$ cat src/rtl/pe_sequencer.sv
// Sequencer for a dot-product processing element. It clears the PE, loads the A and B
// vectors from the operand stream, runs the MAC, and hands the result to the consumer.
`timescale 1ns/1ps

module pe_sequencer (
    input  logic        CLK,
    input  logic        RSTN,
    input  logic        START,
    input  logic [1:0]  DIM,
    input  logic [31:0] IN_DATA,
    input  logic        IN_VALID,
    output logic        IN_READY,
    output logic [31:0] RES_DATA,
    output logic        RES_VALID,
    input  logic        RES_READY,
    output logic        BUSY,
    output logic [31:0] PE_DATAIN,
    output logic        PE_WRITE_MAT,
    output logic        PE_MAT_MUX,
    output logic        PE_RST_ADD,
    output logic        PE_RST_PC,
    output logic        PE_RST_ACC,
    output logic        PE_MAC_CTRL,
    output logic        PE_OUT_READY,
    output logic [1:0]  PE_DIMEN,
    input  logic        PE_MAC_DONE,
    input  logic [31:0] PE_DATAOUT
);

    typedef enum logic [2:0] {
        IDLE   = 3'd0,
        CLR    = 3'd1,
        LOAD_A = 3'd2,
        ADDR_B = 3'd3,
        LOAD_B = 3'd4,
        MAC    = 3'd5,
        READ   = 3'd6,
        RESP   = 3'd7
    } state_t;

    state_t      state_reg, state_next;
    logic [1:0]  dim_q_reg, dim_q_next;
    logic [4:0]  word_cnt_reg, word_cnt_next;
    logic [4:0]  mac_cnt_reg, mac_cnt_next;
    logic [31:0] res_data_reg, res_data_next;

    logic [4:0]  last_idx;
    logic        in_ready;
    logic        accept;

    // L-1 for L = 2, 4, 8, 16
    assign last_idx = (5'd2 << dim_q_reg) - 5'd1;
    assign in_ready = RSTN && ((state_reg == LOAD_A) || (state_reg == LOAD_B));
    assign accept   = IN_VALID && in_ready;

    assign IN_READY     = in_ready;
    assign PE_WRITE_MAT = accept;
    assign PE_DATAIN    = IN_DATA;
    assign PE_DIMEN     = RSTN ? dim_q_reg : 2'd0;
    assign RES_DATA     = res_data_reg;

    always_ff @(posedge CLK) begin
        if (!RSTN) begin
            state_reg    <= IDLE;
            dim_q_reg    <= 2'd0;
            word_cnt_reg <= 5'd0;
            mac_cnt_reg  <= 5'd0;
            res_data_reg <= 32'd0;
        end else begin
            state_reg    <= state_next;
            dim_q_reg    <= dim_q_next;
            word_cnt_reg <= word_cnt_next;
            mac_cnt_reg  <= mac_cnt_next;
            res_data_reg <= res_data_next;
        end
    end

    always_comb begin
        state_next    = state_reg;
        dim_q_next    = dim_q_reg;
        word_cnt_next = word_cnt_reg;
        mac_cnt_next  = mac_cnt_reg;
        res_data_next = res_data_reg;
        RES_VALID     = 1'b0;
        BUSY          = 1'b0;
        PE_MAT_MUX    = 1'b0;
        PE_RST_ADD    = 1'b0;
        PE_RST_PC     = 1'b0;
        PE_RST_ACC    = 1'b0;
        PE_MAC_CTRL   = 1'b0;
        PE_OUT_READY  = 1'b0;

        case (state_reg)
            IDLE: begin
                if (START) begin
                    dim_q_next = DIM;
                    state_next = CLR;
                end
            end
            CLR: begin
                BUSY          = 1'b1;
                PE_RST_ADD    = 1'b1;
                PE_RST_PC     = 1'b1;
                PE_RST_ACC    = 1'b1;
                word_cnt_next = 5'd0;
                state_next    = LOAD_A;
            end
            LOAD_A: begin
                BUSY       = 1'b1;
                PE_MAT_MUX = 1'b1;
                if (accept) begin
                    if (word_cnt_reg == last_idx) begin
                        word_cnt_next = 5'd0;
                        state_next    = ADDR_B;
                    end else begin
                        word_cnt_next = word_cnt_reg + 5'd1;
                    end
                end
            end
            ADDR_B: begin
                // The PE's address reset beats a write, so B loading starts one cycle later
                BUSY          = 1'b1;
                PE_RST_ADD    = 1'b1;
                word_cnt_next = 5'd0;
                state_next    = LOAD_B;
            end
            LOAD_B: begin
                BUSY = 1'b1;
                if (accept) begin
                    if (word_cnt_reg == last_idx) begin
                        word_cnt_next = 5'd0;
                        mac_cnt_next  = 5'd0;
                        state_next    = MAC;
                    end else begin
                        word_cnt_next = word_cnt_reg + 5'd1;
                    end
                end
            end
            MAC: begin
                // Own cycle count guards against a PE that never raises MAC_DONE
                BUSY         = 1'b1;
                PE_MAC_CTRL  = 1'b1;
                mac_cnt_next = mac_cnt_reg + 5'd1;
                if (PE_MAC_DONE || (mac_cnt_reg == last_idx)) begin
                    state_next = READ;
                end
            end
            READ: begin
                BUSY          = 1'b1;
                PE_OUT_READY  = 1'b1;
                res_data_next = PE_DATAOUT;
                state_next    = RESP;
            end
            RESP: begin
                BUSY      = 1'b1;
                RES_VALID = 1'b1;
                if (RES_READY) begin
                    state_next = IDLE;
                end
            end
            default: begin
                state_next = IDLE;
            end
        endcase

        // Hold the PE in its cleared state for as long as reset is asserted
        if (!RSTN) begin
            RES_VALID    = 1'b0;
            BUSY         = 1'b0;
            PE_MAT_MUX   = 1'b0;
            PE_MAC_CTRL  = 1'b0;
            PE_OUT_READY = 1'b0;
            PE_RST_ADD   = 1'b1;
            PE_RST_PC    = 1'b1;
            PE_RST_ACC   = 1'b1;
        end
    end

endmodule
$ cat config.mk
export PLATFORM = sky130hd
export DESIGN_NAME = pe_sequencer
export DESIGN_NICKNAME = d
export VERILOG_FILES = /design/src/rtl/pe_sequencer.sv
export SDC_FILE = /design/constraint.sdc
export NUM_CORES = 1
export LEC_CHECK = 0
export BUFFER_PORTS_ARGS = -buffer_cell sky130_fd_sc_hd__clkbuf_2
export CORE_MARGIN = 1.5
export CORE_UTILIZATION = 39
export CTS_CLUSTER_SIZE = 25
export DETAILED_ROUTE_END_ITERATION = 12
export GPL_TIMING_DRIVEN = 0
export PLACE_DENSITY = 0.81
export SETUP_SLACK_MARGIN = 0.1
export SYNTH_ARGS = -nofsm -noshare
export SYNTH_HDL_FRONTEND = slang
export SYNTH_SLANG_ARGS = --single-unit
$ cat constraint.sdc
create_clock -name CLK -period 1.73 [get_ports CLK]
set_input_delay 0.173 -clock CLK [delete_from_list [all_inputs] [get_ports CLK]]
set_output_delay 0.173 -clock CLK [all_outputs]
set_load 0.02 [all_outputs]
==> flow_results.org <==
** Floorplan
- From bottom edge to top edge, the die measures 82.72 um.
- Number of primary I/O pins :: 148
- Number of standard-cell rows in the floorplan :: 28
- For this configuration, the core starts out at a cell density of 41.13%.
- Area of the die :: 6843 um2
- Die width :: 82.72 um
- The region available for standard cell placement spans 6026 um2.

** Logic synthesis
- Ys flop type :: sky130_fd_sc_hd__dfxtp_1
- Ranked by total cell area, the synthesized netlist is headed by sky130_fd_sc_hd__dfxtp_1 38%, sky130_fd_sc_hd__a21boi_0 12%, sky130_fd_sc_hd__nand2_1 12%.
- Synth Cell Area :: 2479 um2
- Most common cell in the synthesized netlist :: sky130_fd_sc_hd__nand2_1
- The synthesized design spends more area on one cell type than any other, namely sky130_fd_sc_hd__dfxtp_1.
- The share of the Yosys chip area taken by registers is 37.96%.
- In the synthesized netlist the async set-or-reset flop fraction comes to 0%.
- Synth Area per Inst :: 8.100 um2
- Summed over its instances, the top area cell type makes up 37.96% of the synthesized netlist area.
- Synthesized instance count :: 306
- Seq cells post-synth :: 47
- Nets in the synthesized netlist :: 380
- After synthesis, the netlist uses 44 different library cells.
- Commonest cells in the synthesized netlist :: 78 x sky130_fd_sc_hd__nand2_1, 47 x sky130_fd_sc_hd__dfxtp_1, 41 x sky130_fd_sc_hd__a21boi_0
- In this run, synthesis inferred 0 flip-flops with an integrated enable.
- During synthesis, Yosys emitted a total of 0 warnings.

** Critical path
- Critical Path RT :: 1.95 ns
- At the worst endpoint, the arrival time is 1.93 ns.
- The setup path with the least slack is of type reg -> reg.
- Among all stages on the critical path, the largest delay is contributed by sky130_fd_sc_hd__a311oi_2.
- The worst register-to-register path begins at dim_q_reg[0].
- CP max stage delay :: 0.40 ns
- CP delay by family, top :: compound AO/OA/AOI/OAI gates
- Along the worst path, the maximum fanout reaches 8.
- Crit end category :: flip-flop
- The worst setup path is launched from a flip-flop.
- Counting both buffers and inverters, the worst setup path holds a total of 1.
- Launch point of the critical path :: dim_q_reg[0]
- Cell-by-cell listing of the critical path :: buf_4, xnor2_1, a311oi_2, a21boi_2, or3_1, a21boi_1

** Cells and area
- Across the whole layout, storage elements account for 950.9 um2.
- After filler insertion, the fill cell instance count of the layout stands at 516.
- Number of flip-flops in the largest register :: 32
- Growth of design area from synthesis to finish :: 43.11%
- Net count, final :: 514
- Antenna diode instance count :: 0
- With fillers left out, the area of the finished cells amounts to 3547 um2.
- The post-route netlist has 47.39% of its cells at a drive strength greater than 1.
- The multi-input combinational cells in the finished layout cover a total of 1308 um2.

** Placed design
- Routability-driven placement finished with a final weighted congestion of 0.8255.
- Detailed placer's ending HPWL :: 4.644 mm
- Number of I/O port buffers :: 114
- Summing all placed instances gives a cell area of 3149 um2.

** STA
- The total count of hold-check failures in the final report was 0.
- The count of pins over their slew limit came to 0.
- The clock period could shrink to 1.711 ns.
- For the pin with the worst max-slew slack, the measured transition is 0.4884 ns.
- Final setup fails :: 0
- Setup TNS :: 0 ns
- Final cycle utilization of the critical path :: 98.89%
- Maximum operating frequency :: 0.5845 GHz
- Setup repair after global routing could not meet its margin everywhere.
- Worst relative slew slack :: 67.44%
- Clock skew on the completed layout was measured at 0.01176 ns.

** Power
- Max VDD drop :: 817.5 uV
- For this design the ratio of total power to cell area is 881.0 nW/um2.
- Summed over all cells, the static leakage comes to 0.001573 uW.

** Route
- Summed over all layers, the routed wires come to 6.654 mm.
- Summing over every cut layer, the via total after detailed routing is 2499.
- In this run the remaining antenna-violating nets after routing total 0.
- Routed length per placed instance :: 12.90 um
- Remaining routing DRC violations :: 0
- After detailed routing, the number of vias per cell comes to 4.843.
- Before antenna repair, the detailed router went through 6 iterations.
- In this run, the number of DRC markers left after iteration 0 of detailed routing was 111.

** Clock tree
- Clock tree from TritonCTS :: built
- The tree built by TritonCTS fans out to 47 sinks.
- Number of buffers inserted by hold repair at cts :: 0
- Clock tree synthesis inserted a total of 5 buffers.
- The clock passes through at most 2 buffers.
- The H-tree was split into 2 levels.
- The tree is rooted in a sky130_fd_sc_hd__clkbuf_8.
- At the later pin of the worst-skew pair, clock insertion delay measures 0.30 ns.
- Worst-path clk slew :: 0.10 ns

** Global route
- Met1 usage in global routing :: 22.72%
- Total routing resource utilization after global routing :: 17.40%
- Met2 GRT Util :: 28.70%
- The first global-routing pass estimated 9.301 mm of wire.
- The total overflow left after global routing is 0.
- Met3 Use GR :: 4.176%
- The via count of the first global-routing pass came to 2074.
- Layer with the highest usage :: met2
- Entering global routing, the biggest net connects 16 pins.
- Number of antenna violations at the first check in global routing :: 0

** Status
- The flow ran to the end, and the final reports show no timing, DRC or antenna violations.

** Worst hold path
- Startpoint of the most critical hold path :: PE_DATAOUT[16]
- Hold/Removal Path Class :: in -> reg

** Run
- Across the run, the number of max-cap violations was 0.
[through the flow]
step / hold slack (ns) / instances / utilization (%) / total power [uW] / worst slack, ns
final: 0.09515 / 516 / 58.87 / 3125 / 0.01923
after global routing: 0.09452 / 516 / 58.87 / 3288 / -0.05652
after CTS: 0.09197 / 511 / 56.71 / 2973 / 0.07404
after detailed placement: 0.4168 / 495 / 52.26 / 2109 / -0.1481
after global placement: 0.4071 / 495 / 52.26 / 2089 / -0.09031
after floorplan: 0.3179 / 306 / - / 1862 / 0.1100
[cell families (layout without fill, tap and decap cells)]
family                   after synthesis  after routing  share of synthesized area [%]
AO/OA/AOI/OAI                         66             66                          19.28
XOR/XNOR                               8              8                          2.827
adder cells (fa/ha/maj)                2              2                          1.009
buffers and inverters                 56            191                          15.24
flip-flops                            47             47                          37.96
multiplexers                           2              2                         0.8077
AND/OR/NAND/NOR                      125            125                          22.87
[tightest hold or removal path, delay by kind of cell]
family	cells	cell delay, ns
buffers and inverters	1	0.08
AOI/OAI and AO/OA	1	0.06
and+or+nand+nor	1	0.04
[final timing paths]
check	endpoint	slack (ns)	cells past startpoint
worst max-delay path	state_reg[0]	0.02	6
worst min-delay path	RES_DATA[16]	0.1	3
worst max register to register	state_reg[0]	0.02	6
worst min register to register	RES_DATA[30]	0.47	2
[power breakdown]
group | total (uW) | internal (uW) | switching (uW)
Clock | 714 | 327 | 387
Sequential | 1200 | 1130 | 69.2
Combinational | 1210 | 559 | 649
Total | 3120 | 2020 | 1100
[per-layer routing]
metal  wire length (um)  share of wire, %
met2               3086                46
met3                575               8.6
met5                  0                 0
met4                133               2.0
met1               2858                43
[layout make-up]
class,instances,area share (%)
multi-input cells,203,36.86
inverters,5,0.5291
clock buffers,6,2.328
flip-flops and latches,47,26.81
clock inverters,2,0.4586
well taps,75,2.646
repair buffers,127,19.08
plain buffers,51,11.29
[what timing repair did]
action / in CTS / in global routing
buffers inserted: 7 / 5
gates cloned: 1 / 0
pin swaps: 10 / 4
gates resized for setup: 27 / 33
endpoints found under the setup margin: 41 / 45
[cells in the final DEF, fill, tap and decap left out, drive strengths merged, types with 2 or more instances in the layout]
| cell type | Yosys | final |
|---|---|---|
| a211oi | 2 | 2 |
| a21boi | 42 | 42 |
| a21oi | 2 | 2 |
| a31oi | 2 | 2 |
| and2 | 7 | 7 |
| buf | 39 | 54 |
| clkbuf | 12 | 130 |
| dfxtp | 47 | 47 |
| ha | 2 | 2 |
| inv | 5 | 5 |
| mux2i | 2 | 2 |
| nand2 | 78 | 78 |
| nand2b | 4 | 4 |
| nand3 | 6 | 6 |
| nand4 | 2 | 2 |
| nor2 | 8 | 8 |
| nor2b | 3 | 3 |
| nor3 | 8 | 8 |
| nor4 | 2 | 2 |
| o21ai | 10 | 10 |
| or3 | 2 | 2 |
| xnor2 | 4 | 4 |
| xor2 | 4 | 4 |
(Power assumes the default switching activity.)
